<file path="src/rtl/proc_mem_pkg.sv">
// Shared types and constants for the IF/MEM memory port arbiter.
package proc_mem_pkg;

    localparam int unsigned DATA_W = 8;
    localparam int unsigned ADDR_W = 8;

    localparam logic OWNER_IF  = 1'b0;
    localparam logic OWNER_MEM = 1'b1;

    typedef enum logic [1:0] {
        IDLE   = 2'd0,
        ACCESS = 2'd1,
        RESP   = 2'd2
    } arb_state_e;

    // Winner of an arbitration, held steady for the whole access.
    typedef struct packed {
        logic [ADDR_W-1:0] addr;
        logic [DATA_W-1:0] wdata;
        logic              we;
        logic              owner;
    } grant_t;

endpackage

</file>
<file path="src/rtl/mem_port_arbiter_if.sv">
// Fetch port, MEM-stage port, shared RAM port and status of the memory arbiter.
interface mem_port_arbiter_if;
    import proc_mem_pkg::*;

    logic              if_req;
    logic [ADDR_W-1:0] if_addr;
    logic [DATA_W-1:0] if_rdata;
    logic              if_ack;

    logic              mem_rd;
    logic              mem_wr;
    logic [ADDR_W-1:0] mem_addr;
    logic [DATA_W-1:0] mem_wdata;
    logic [DATA_W-1:0] mem_rdata;
    logic              mem_ack;

    logic              ram_en;
    logic              ram_we;
    logic [ADDR_W-1:0] ram_addr;
    logic [DATA_W-1:0] ram_wdata;
    logic [DATA_W-1:0] ram_rdata;

    logic              stall_if;
    logic              stall_mem;
    logic              busy;
    logic              owner;

    modport slave (
        input  if_req, if_addr, mem_rd, mem_wr, mem_addr, mem_wdata, ram_rdata,
        output if_rdata, if_ack, mem_rdata, mem_ack,
        output ram_en, ram_we, ram_addr, ram_wdata,
        output stall_if, stall_mem, busy, owner
    );

    modport master (
        output if_req, if_addr, mem_rd, mem_wr, mem_addr, mem_wdata, ram_rdata,
        input  if_rdata, if_ack, mem_rdata, mem_ack,
        input  ram_en, ram_we, ram_addr, ram_wdata,
        input  stall_if, stall_mem, busy, owner
    );

endinterface

</file>
<file path="src/rtl/mem_arb_timer.sv">
// Loadable down-counter timing the RAM access; done flags the final cycle.
module mem_arb_timer #(
    parameter int unsigned CNT_W = 3
) (
    input  logic             clock,
    input  logic             rst_n,
    input  logic             load,
    input  logic [CNT_W-1:0] load_val,
    output logic             done
);

    logic [CNT_W-1:0] count;

    // done is kept registered by predicting the zero of the next count.
    always_ff @(posedge clock or negedge rst_n) begin
        if (!rst_n) begin
            count <= '0;
            done  <= 1'b1;
        end else if (load) begin
            count <= load_val;
            done  <= (load_val == '0);
        end else begin
            if (count != '0) begin
                count <= count - CNT_W'(1);
            end
            done <= (count <= CNT_W'(1));
        end
    end

endmodule

</file>
<file path="src/rtl/mem_port_arbiter.sv">
// Arbitrates the fetch and MEM stages onto one single-port RAM.
// Define MEM_ARB_STARVE_GUARD_EN to bound consecutive MEM grants while IF waits.
module mem_port_arbiter
    import proc_mem_pkg::*;
#(
    parameter int unsigned MEM_LAT    = 2,
    parameter int unsigned STARVE_MAX = 3
) (
    input  logic                clock,
    input  logic                rst_n,
    mem_port_arbiter_if.slave   bus
);

    localparam int unsigned CNT_W = 3;

    generate
        if (MEM_LAT < 1 || MEM_LAT > 7 || STARVE_MAX < 1 || STARVE_MAX > 15) begin : g_bad_cfg
            $error("mem_port_arbiter: MEM_LAT must be 1..7 and STARVE_MAX 1..15");
        end
    endgenerate

    arb_state_e state;
    arb_state_e state_d;
    grant_t     grant_q;
    grant_t     grant_d;
    logic       mem_req;
    logic       force_if;
    logic       grant_if;
    logic       timer_load;
    logic       timer_done;

    assign mem_req  = bus.mem_rd | bus.mem_wr;
    assign grant_if = bus.if_req & (~mem_req | force_if);

`ifdef MEM_ARB_STARVE_GUARD_EN
    localparam int unsigned STARVE_W = 4;

    logic [STARVE_W-1:0] starve_cnt;

    assign force_if = bus.if_req & (starve_cnt == STARVE_W'(STARVE_MAX));

    // Counts MEM grants that leave a pending fetch waiting.
    always_ff @(posedge clock or negedge rst_n) begin
        if (!rst_n) begin
            starve_cnt <= '0;
        end else if (state == IDLE) begin
            if (!bus.if_req || grant_if) begin
                starve_cnt <= '0;
            end else begin
                starve_cnt <= starve_cnt + STARVE_W'(1);
            end
        end
    end
`else
    assign force_if = 1'b0;
`endif

    always_ff @(posedge clock or negedge rst_n) begin
        if (!rst_n) begin
            state <= IDLE;
        end else begin
            state <= state_d;
        end
    end

    always_comb begin
        state_d    = state;
        grant_d    = grant_q;
        timer_load = 1'b0;
        unique case (state)
            IDLE: begin
                if (mem_req || bus.if_req) begin
                    state_d    = ACCESS;
                    timer_load = 1'b1;
                    if (grant_if) begin
                        grant_d = '{addr: bus.if_addr, wdata: '0, we: 1'b0, owner: OWNER_IF};
                    end else begin
                        // A simultaneous rd+wr is a write; rd is ignored.
                        grant_d = '{addr: bus.mem_addr, wdata: bus.mem_wdata,
                                    we: bus.mem_wr, owner: OWNER_MEM};
                    end
                end
            end
            ACCESS: begin
                if (timer_done) begin
                    state_d = RESP;
                end
            end
            RESP: begin
                state_d = IDLE;
            end
            default: begin
                state_d = IDLE;
            end
        endcase
    end

    mem_arb_timer #(
        .CNT_W (CNT_W)
    ) u_timer (
        .clock    (clock),
        .rst_n    (rst_n),
        .load     (timer_load),
        .load_val (CNT_W'(MEM_LAT - 1)),
        .done     (timer_done)
    );

    // Registered strobes and read-data capture, all derived from the next state.
    always_ff @(posedge clock or negedge rst_n) begin
        if (!rst_n) begin
            grant_q       <= '0;
            bus.ram_en    <= 1'b0;
            bus.ram_we    <= 1'b0;
            bus.if_ack    <= 1'b0;
            bus.mem_ack   <= 1'b0;
            bus.busy      <= 1'b0;
            bus.if_rdata  <= '0;
            bus.mem_rdata <= '0;
        end else begin
            grant_q     <= grant_d;
            bus.ram_en  <= (state_d == ACCESS);
            bus.ram_we  <= (state_d == ACCESS) & grant_d.we;
            bus.if_ack  <= (state_d == RESP) & (grant_d.owner == OWNER_IF);
            bus.mem_ack <= (state_d == RESP) & (grant_d.owner == OWNER_MEM);
            bus.busy    <= (state_d != IDLE);
            if (state == ACCESS && timer_done && !grant_q.we) begin
                if (grant_q.owner == OWNER_MEM) begin
                    bus.mem_rdata <= bus.ram_rdata;
                end else begin
                    bus.if_rdata <= bus.ram_rdata;
                end
            end
        end
    end

    assign bus.ram_addr  = grant_q.addr;
    assign bus.ram_wdata = grant_q.wdata;
    assign bus.owner     = grant_q.owner;

    assign bus.stall_if  = bus.if_req & ~bus.if_ack;
    assign bus.stall_mem = mem_req & ~bus.mem_ack;

endmodule

</file>
<file path="src/flat_wrapper.sv">
// flat-port wrapper written by rule: the top's interface ports become plain ports
module mem_port_arbiter_flat import proc_mem_pkg::*;
#(
    parameter int unsigned MEM_LAT    = 2,
    parameter int unsigned STARVE_MAX = 3
)
  (clock, rst_n, bus_if_req, bus_if_addr, bus_mem_rd, bus_mem_wr, bus_mem_addr, bus_mem_wdata, bus_ram_rdata, bus_if_rdata, bus_if_ack, bus_mem_rdata, bus_mem_ack, bus_ram_en, bus_ram_we, bus_ram_addr, bus_ram_wdata, bus_stall_if, bus_stall_mem, bus_busy, bus_owner);
  mem_port_arbiter_if bus_i ();
  input  logic clock;
  input  logic rst_n;
  input wire logic [$bits(bus_i.if_req)-1:0] bus_if_req;
  input wire logic [$bits(bus_i.if_addr)-1:0] bus_if_addr;
  input wire logic [$bits(bus_i.mem_rd)-1:0] bus_mem_rd;
  input wire logic [$bits(bus_i.mem_wr)-1:0] bus_mem_wr;
  input wire logic [$bits(bus_i.mem_addr)-1:0] bus_mem_addr;
  input wire logic [$bits(bus_i.mem_wdata)-1:0] bus_mem_wdata;
  input wire logic [$bits(bus_i.ram_rdata)-1:0] bus_ram_rdata;
  output wire logic [$bits(bus_i.if_rdata)-1:0] bus_if_rdata;
  output wire logic [$bits(bus_i.if_ack)-1:0] bus_if_ack;
  output wire logic [$bits(bus_i.mem_rdata)-1:0] bus_mem_rdata;
  output wire logic [$bits(bus_i.mem_ack)-1:0] bus_mem_ack;
  output wire logic [$bits(bus_i.ram_en)-1:0] bus_ram_en;
  output wire logic [$bits(bus_i.ram_we)-1:0] bus_ram_we;
  output wire logic [$bits(bus_i.ram_addr)-1:0] bus_ram_addr;
  output wire logic [$bits(bus_i.ram_wdata)-1:0] bus_ram_wdata;
  output wire logic [$bits(bus_i.stall_if)-1:0] bus_stall_if;
  output wire logic [$bits(bus_i.stall_mem)-1:0] bus_stall_mem;
  output wire logic [$bits(bus_i.busy)-1:0] bus_busy;
  output wire logic [$bits(bus_i.owner)-1:0] bus_owner;
  assign bus_i.if_req = bus_if_req;
  assign bus_i.if_addr = bus_if_addr;
  assign bus_i.mem_rd = bus_mem_rd;
  assign bus_i.mem_wr = bus_mem_wr;
  assign bus_i.mem_addr = bus_mem_addr;
  assign bus_i.mem_wdata = bus_mem_wdata;
  assign bus_i.ram_rdata = bus_ram_rdata;
  assign bus_if_rdata = bus_i.if_rdata;
  assign bus_if_ack = bus_i.if_ack;
  assign bus_mem_rdata = bus_i.mem_rdata;
  assign bus_mem_ack = bus_i.mem_ack;
  assign bus_ram_en = bus_i.ram_en;
  assign bus_ram_we = bus_i.ram_we;
  assign bus_ram_addr = bus_i.ram_addr;
  assign bus_ram_wdata = bus_i.ram_wdata;
  assign bus_stall_if = bus_i.stall_if;
  assign bus_stall_mem = bus_i.stall_mem;
  assign bus_busy = bus_i.busy;
  assign bus_owner = bus_i.owner;
  mem_port_arbiter #(.MEM_LAT(MEM_LAT), .STARVE_MAX(STARVE_MAX)) u_core (.clock(clock), .rst_n(rst_n), .bus(bus_i));
endmodule
</file>
<file path="config.mk">
export PLATFORM = sky130hd
export DESIGN_NAME = mem_port_arbiter_flat
export DESIGN_NICKNAME = d
export VERILOG_FILES = /design/src/rtl/proc_mem_pkg.sv /design/src/rtl/mem_port_arbiter_if.sv /design/src/rtl/mem_arb_timer.sv /design/src/rtl/mem_port_arbiter.sv /design/src/flat_wrapper.sv
export SDC_FILE = /design/constraint.sdc
export NUM_CORES = 1
export LEC_CHECK = 0
export ABC_AREA = 1
export BUFFER_PORTS_ARGS = -buffer_cell sky130_fd_sc_hd__buf_2
export CAP_MARGIN = 20
export CORE_UTILIZATION = 50
export CTS_BUF_LIST = sky130_fd_sc_hd__clkbuf_8 sky130_fd_sc_hd__clkbuf_16
export CTS_CLUSTER_DIAMETER = 50
export DETAILED_ROUTE_END_ITERATION = 10
export PLACE_DENSITY = 0.83
export SLEW_MARGIN = 15
export SYNTH_ARGS = -nofsm -noshare
export SYNTH_HDL_FRONTEND = slang
export SYNTH_SLANG_ARGS = --single-unit
</file>
<file path="constraint.sdc">
create_clock -name clock -period 3.65 [get_ports clock]
set_input_delay 0.1825 -clock clock [delete_from_list [all_inputs] [get_ports clock]]
set_output_delay 0.1825 -clock clock [all_outputs]
set_load 0.1 [all_outputs]
</file>
==> impl_metrics.yaml, run 1 <==
run_status:
  run_status: "complete, no violations"
route:
  detail_route.drc_violations: 0
  final_antenna_net_count: 0
  routed_wirelength_mm: 3.82
  wire_per_inst_um: 10.6
  viasPerCell: 4.57
  drt-initial-drc-count: 100
  route.vias.total: 1645
  drtPass1Iterations: 4
cells_and_area:
  flow.area_growth_from_synthesis_pct: 17.5
  multi_input_area_um2: 687
  commonest_non_fill_non_tap_cells_in_the_layout: "sky130_fd_sc_hd__nand2_1, sky130_fd_sc_hd__buf_2, sky130_fd_sc_hd__dfrtp_1, sky130_fd_sc_hd__nand3_1, sky130_fd_sc_hd__inv_1"
  layout.filler_cells: 367
  fin_nets: 350
  area.sequential_um2: 1130
  mostFrequentLayoutCell: "sky130_fd_sc_hd__nand2_1"
  insertedDiodeCount: 0
  layout-drive-gt1-share_pct: 29.0
die:
  placementRows: 23
  core_um2: 4000
  die_w_um: 66.7
  die_area_um2: 4440
  initial_utilization_pct: 52.3
  design.portCount: 77
  die_height_um: 66.7
clock_network:
  cts.reportedPaths.clkPinSlew_ps: 80
  clock_path_buffers: 2
  cts_hold_repair.buffers: 0
  level_count_of_the_clock_h_tree: 2
  clock_buffer_count_from_cts: 5
  clock_latency_ps: 300
  cts_root_buf: "sky130_fd_sc_hd__clkbuf_8"
  cts_tree: "done"
  post-cts-setup-buffer-count: 0
  cts_repair_resize_count: 0
  clock_sinks: 45
placement:
  gp_routability_congestion: 0.764
  detailedPlacementHpwl_mm: 2.87
  placement.io_buffers: 76
setup_path:
  worst_r2r_endpoint: "u_core.bus.ram_we$_DFF_PN0_"
  cp.arrival_ps: 2040
  timing.critical_path.required_ps: 3890
  type_of_element_launching_the_critical_path: "register"
  worstReg2RegStart: "u_core.state[0]$_DFF_PN0_"
  critPathMaxFanout: 20
  critical_path_start: "u_core.state[0]$_DFF_PN0_"
  crit_type: "register to register"
  crit_path_end: "u_core.bus.ram_we$_DFF_PN0_"
  worst_r2r_path_depth: 5
  crit_path_end_kind: "register"
  reg2reg_setup_slack_ps: 1850
synth:
  count_of_yosys_warnings_during_synthesis: 0
  synth_cells: 249
  synth.distinct_cells: 19
  yosysSeqAreaShare_pct: 53.9
  post_synth.cell_area_avg_um2: 8.40
  post-synth-top-area-fraction_pct: 52.7
  ys_seq_elements: 45
  post_synth_instance_area_um2: 2090
  netlist.top_cell.by_area: "sky130_fd_sc_hd__dfrtp_1"
  synth_fp_nets: 289
  netlist_top_cells_area: "sky130_fd_sc_hd__dfrtp_1, sky130_fd_sc_hd__nand2_1, sky130_fd_sc_hd__nand3_1"
global_routing:
  groute.usage.overall_pct: 19.4
  largest_net_degree_at_the_start_of_global_routing: 46
  via_count_of_the_first_global_routing_pass: 1458
  grt_first_pass_wirelength_mm: 6.31
  grt_antenna_before_repair: 0
  globalRouteOverflowTotal: 0
sta:
  max_slew.worst_pin.slew_ps: 946
  maxClockFrequency_mhz: 555
  final-max-slew-violation-count: 0
  layout_worst_path_cycle_share_pct: 49.3
  grt_setup_unrepaired: "false"
  worst_max_slew_margin_expressed_relative_to_the_limit_pct: 36.9
  finClkSkew_ps: 8.46
  clock_period_minus_final_worst_setup_slack_ps: 1800
  setup_viol: 0
  hold_violations: 0
  finalSetupTns_ps: 0
flow_run:
  maxCapViolations: 0
hold_path:
  worstHoldPathType: "input pin to asynchronous set/reset pin"
## per-stage QoR
stage | setup WS (ps) | instances | utilization (%) | instance area, µm² | hold WS (ps)
after global routing | 1620 | 360 | 61.4 | 2460 | 105
after global placement | 2000 | 353 | 59.2 | 2370 | 381
after detailed placement | 1870 | 353 | 59.2 | 2370 | 387
after CTS | 1850 | 360 | 61.4 | 2460 | 59.9
after floorplan | 1320 | 249 | - | 2090 | -113
final | 1850 | 360 | 61.4 | 2460 | 28.0
## how the worst min path moves through the flow
stage | cells after the start | endpoint | slack (ps) | startpoint
after global placement | 1 | u_core.bus.if_rdata[1]$_DFFE_PN0P_ | 380 | rst_n
final | 1 | u_core.bus.if_rdata[5]$_DFFE_PN0P_ | 30 | rst_n
after detailed placement | 1 | u_core.bus.if_rdata[5]$_DFFE_PN0P_ | 390 | rst_n
after global routing | 1 | u_core.bus.if_rdata[4]$_DFFE_PN0P_ | 100 | rst_n
after floorplan | 0 | u_core.bus.busy$_DFF_PN0_ | -110 | rst_n
after CTS | 1 | u_core.bus.if_rdata[5]$_DFFE_PN0P_ | 60 | rst_n
## synthesized netlist by cell type
| master | n |
|---|---|
| sky130_fd_sc_hd__nor2_1 | 7 |
| sky130_fd_sc_hd__o21ai_0 | 2 |
| sky130_fd_sc_hd__nor3_1 | 1 |
| sky130_fd_sc_hd__dfrtp_1 | 44 |
| sky130_fd_sc_hd__nand2_1 | 92 |
| sky130_fd_sc_hd__buf_4 | 19 |
| sky130_fd_sc_hd__dfstp_2 | 1 |
| sky130_fd_sc_hd__nand2_2 | 4 |
| sky130_fd_sc_hd__buf_2 | 2 |
| sky130_fd_sc_hd__inv_1 | 29 |
| sky130_fd_sc_hd__a21oi_1 | 3 |
| sky130_fd_sc_hd__clkinv_1 | 1 |
| sky130_fd_sc_hd__nor2_4 | 1 |
| sky130_fd_sc_hd__xor2_1 | 1 |
| sky130_fd_sc_hd__ha_1 | 3 |
| sky130_fd_sc_hd__buf_6 | 1 |
| sky130_fd_sc_hd__nor2_2 | 1 |
| sky130_fd_sc_hd__nor3_4 | 1 |
| sky130_fd_sc_hd__nand3_1 | 36 |
## final cells by class
type                    instances  area share [%]
well taps                      50            2.55
multi-input cells             152            28.0
clock buffers                   6            3.36
inverters                      30            4.58
repair buffers                 76            15.5
flip-flops and latches         45            45.9
clock inverters                 1           0.153
## cell families (layout without fill, tap and decap cells)
| logic type | after synthesis | in the layout | synth area share (%) |
|---|---|---|---|
| compound gates | 5 | 5 | 1.20 |
| xor+xnor | 1 | 1 | 0.419 |
| fa+ha+maj | 3 | 3 | 1.80 |
| buf+inv | 52 | 113 | 13.2 |
| flops | 45 | 45 | 53.9 |
| simple gates | 143 | 143 | 29.4 |
## sequential cells by signal, summed over array words and instances, names as in the netlist
register	count
u_core.bus.busy	1
u_core.bus.if_ack	1
u_core.bus.if_rdata	8
u_core.bus.mem_ack	1
u_core.bus.mem_rdata	8
u_core.bus.owner	1
u_core.bus.ram_addr	8
u_core.bus.ram_en	1
u_core.bus.ram_wdata	8
u_core.bus.ram_we	1
u_core.grant_q	1
u_core.state	2
u_core.u_timer.count	3
u_core.u_timer.done	1
## critical path, cell delays in order, from the launching register on
cell,delay [ps]
sky130_fd_sc_hd__dfrtp_1,410
sky130_fd_sc_hd__nor2_2,380
sky130_fd_sc_hd__nand2_1,510
sky130_fd_sc_hd__o21ai_0,290
sky130_fd_sc_hd__nand2_1,100
sky130_fd_sc_hd__inv_1,60
## layer usage
metal | part of all wire (%) | vias to the layer above | global-route usage (%)
met3 | 3.9 | 7 | 4.11
met1 | 44 | 725 | 22.9
met5 | 0 | - | 0
met2 | 49 | 41 | 32.4
met4 | 2.5 | 0 | 11.2
li1 | - | 872 | -
Power of run 1 is not shown: default switching activity piles up to over one toggle a cycle in this logic, so the estimate is an artifact.
==> inputs of run 2 (changes only) <==
Settings changed: CORE_UTILIZATION 50 to 49, PLACE_DENSITY 0.83 to 0.81.
Clock period 3.65 ns to 1.8 ns, I/O delays scaled along.
==> run 2 against run 1 <==
  * Critical path depth stayed put
  * Non-clock buffer count is 4 higher
  * Worst setup slack worse by 1500 ps
  * Critical endpoint is now u_core.bus.ram_wdata[7]$_DFFE_PN0P_
  * Clock skew is 2.4 ps lower
  * Worst hold slack worse by 7.2 ps
  * Wire length is 5.7% higher
  * Final cell count is 1.4% higher
  * Global-route usage is 0.22 points higher
  * Register-to-register slack worse by 1500 ps
  * Design area is 1.7% higher
  * First-iteration DRC count is 14% higher
  * Critical path type unchanged
  * Die area is 2.0% higher
==> impl_metrics.yaml, run 2 (same netlist as run 1, synthesis figures left out) <==
setup_path:
  reg2reg_setup_slack_ps: 330
  crit_path_end_kind: "register"
  cp_common_cell: "sky130_fd_sc_hd__nand2_1"
  crit_path_max_incr_delay_ps: 400
  crit_path_end: "u_core.bus.ram_wdata[7]$_DFFE_PN0P_"
  crit_type: "register to register"
  timing.critical_path.required_ps: 1990
  worst_r2r_path_depth: 5
  worstReg2RegStart: "u_core.state[1]$_DFF_PN0_"
  critPathMaxFanout: 12
  critical_path_start: "u_core.state[1]$_DFF_PN0_"
  cpMaxStageDelayCell: "sky130_fd_sc_hd__dfrtp_1"
  crit_path_cell_trace: "nor2_2 -> nand2_1 -> buf_4 -> nand2_1 -> nand2_1"
  worst_r2r_endpoint: "u_core.bus.ram_wdata[7]$_DFFE_PN0P_"
  type_of_element_launching_the_critical_path: "register"
  cp.arrival_ps: 1660
route:
  wire_per_inst_um: 11.1
  viasPerCell: 4.67
  drt-initial-drc-count: 114
  drtPass1Iterations: 4
  routed_wirelength_mm: 4.04
  final_antenna_net_count: 0
  route.vias.total: 1705
  detail_route.drc_violations: 0
cells_and_area:
  flow.area_growth_from_synthesis_pct: 19.5
  fin_nets: 354
  layout.filler_cells: 359
  finish.utilization_pct: 61.6
  multi_input_area_um2: 692
  area.sequential_um2: 1130
  insertedDiodeCount: 0
  commonest_non_fill_non_tap_cells_in_the_layout: "sky130_fd_sc_hd__nand2_1, sky130_fd_sc_hd__buf_2, sky130_fd_sc_hd__dfrtp_1, sky130_fd_sc_hd__nand3_1, sky130_fd_sc_hd__inv_1"
  post_layout_nonfiller_instances: 365
  layout-drive-gt1-share_pct: 30.5
  mostFrequentLayoutCell: "sky130_fd_sc_hd__nand2_1"
die:
  design.portCount: 77
  die_height_um: 67.3
  die_w_um: 67.3
  initial_utilization_pct: 51.5
  die_area_um2: 4530
  core_um2: 4060
  placementRows: 23
global_routing:
  largest_net_degree_at_the_start_of_global_routing: 30
  via_count_of_the_first_global_routing_pass: 1445
  grt_first_pass_wirelength_mm: 6.54
  grt_antenna_before_repair: 0
  groute.usage.overall_pct: 19.7
  globalRouteOverflowTotal: 0
sta:
  clock_period_minus_final_worst_setup_slack_ps: 1470
  worst_slack_ps: 331
  hold_violations: 0
  finalSetupTns_ps: 0
  worst_max_slew_margin_expressed_relative_to_the_limit_pct: 58.8
  final-max-slew-violation-count: 0
  grt_setup_unrepaired: "false"
  maxClockFrequency_mhz: 681
  layout_worst_path_cycle_share_pct: 81.6
  setup_viol: 0
  finClkSkew_ps: 6.02
  max_slew.worst_pin.slew_ps: 619
clock_network:
  post-cts-setup-buffer-count: 0
  clock_path_buffers: 2
  clock_latency_ps: 290
  clock_buffer_count_from_cts: 5
  cts_root_buf: "sky130_fd_sc_hd__clkbuf_8"
  cts.reportedPaths.clkPinSlew_ps: 80
  clock_sinks: 45
  level_count_of_the_clock_h_tree: 2
  cts_tree: "done"
run_status:
  run_status: "complete, no violations"
hold_path:
  hp-start: "bus_mem_wdata[0]"
  worstHoldPathType: "input pin to register"
placement:
  place_ws_ps: 336
  post-place-cells: 356
  detailedPlacementHpwl_mm: 3.07
  placement.io_buffers: 76
  gp_routability_congestion: 0.833
flow_run:
  maxCapViolations: 0
-- run 2: changes by cell type in the layout (fill, tap and decap cells not counted) --
cell and change:
sky130_fd_sc_hd__nor2_1 -2, sky130_fd_sc_hd__nor2_2 +2, sky130_fd_sc_hd__dlygate4sd3_1 +1, sky130_fd_sc_hd__buf_4 +3
sky130_fd_sc_hd__inv_1 +1, sky130_fd_sc_hd__dfrtp_2 +1, sky130_fd_sc_hd__dfrtp_1 -1
-- run 2: routing by layer --
metal | routed length (µm) | GRT usage (%) | share of wire (%) | vias up
met5 | 0 | 0 | 0 | -
met4 | 46 | 7.18 | 1.1 | 0
met3 | 189 | 5.07 | 4.7 | 4
met2 | 1970 | 30.6 | 49 | 51
met1 | 1830 | 26.3 | 45 | 773
li1 | - | - | - | 877
-- run 2: worst min path at each step --
stage	slack, ps	end	cells after the start
finish	20	u_core.bus.ram_wdata[0]$_DFFE_PN0P_	3
global route	20	u_core.bus.ram_wdata[2]$_DFFE_PN0P_	3
detailed placement	150	u_core.bus.ram_addr[3]$_DFFE_PN0P_	1
CTS	10	u_core.bus.ram_wdata[0]$_DFFE_PN0P_	3
global placement	140	u_core.bus.ram_addr[3]$_DFFE_PN0P_	1
floorplan	-210	u_core.bus.busy$_DFF_PN0_	0
-- run 2: metrics by stage --
| stage | cell area, µm² | hold WS (ps) |
|---|---|---|
| global route | 2500 | 19.8 |
| global placement | 2400 | 141 |
| floorplan | 2100 | -206 |
| CTS | 2500 | 14.5 |
| finish | 2500 | 20.7 |
| detailed placement | 2400 | 148 |
-- run 2: cell type report --
class | count | area share, %
Sequential cell | 45 | 45.2
Multi-Input combinational cell | 152 | 27.7
Timing Repair Buffer | 80 | 16.5
Inverter | 30 | 4.51
Clock buffer | 6 | 3.30
Tap cell | 50 | 2.50
Clock inverter | 2 | 0.300
-- run 2: worst max-delay path, delay by kind of cell (launching register included) --
family                 cells  cell delay (ps)
flip-flops                 1              400
AND/OR/NAND/NOR            4              680
buffers and inverters      1              270
-- run 2: what timing repair did --
action,in CTS,in global routing
gates resized for setup,0,0
hold endpoints to repair,27,0
hold buffers,1,0
Power of run 2 is left out for the same reason.
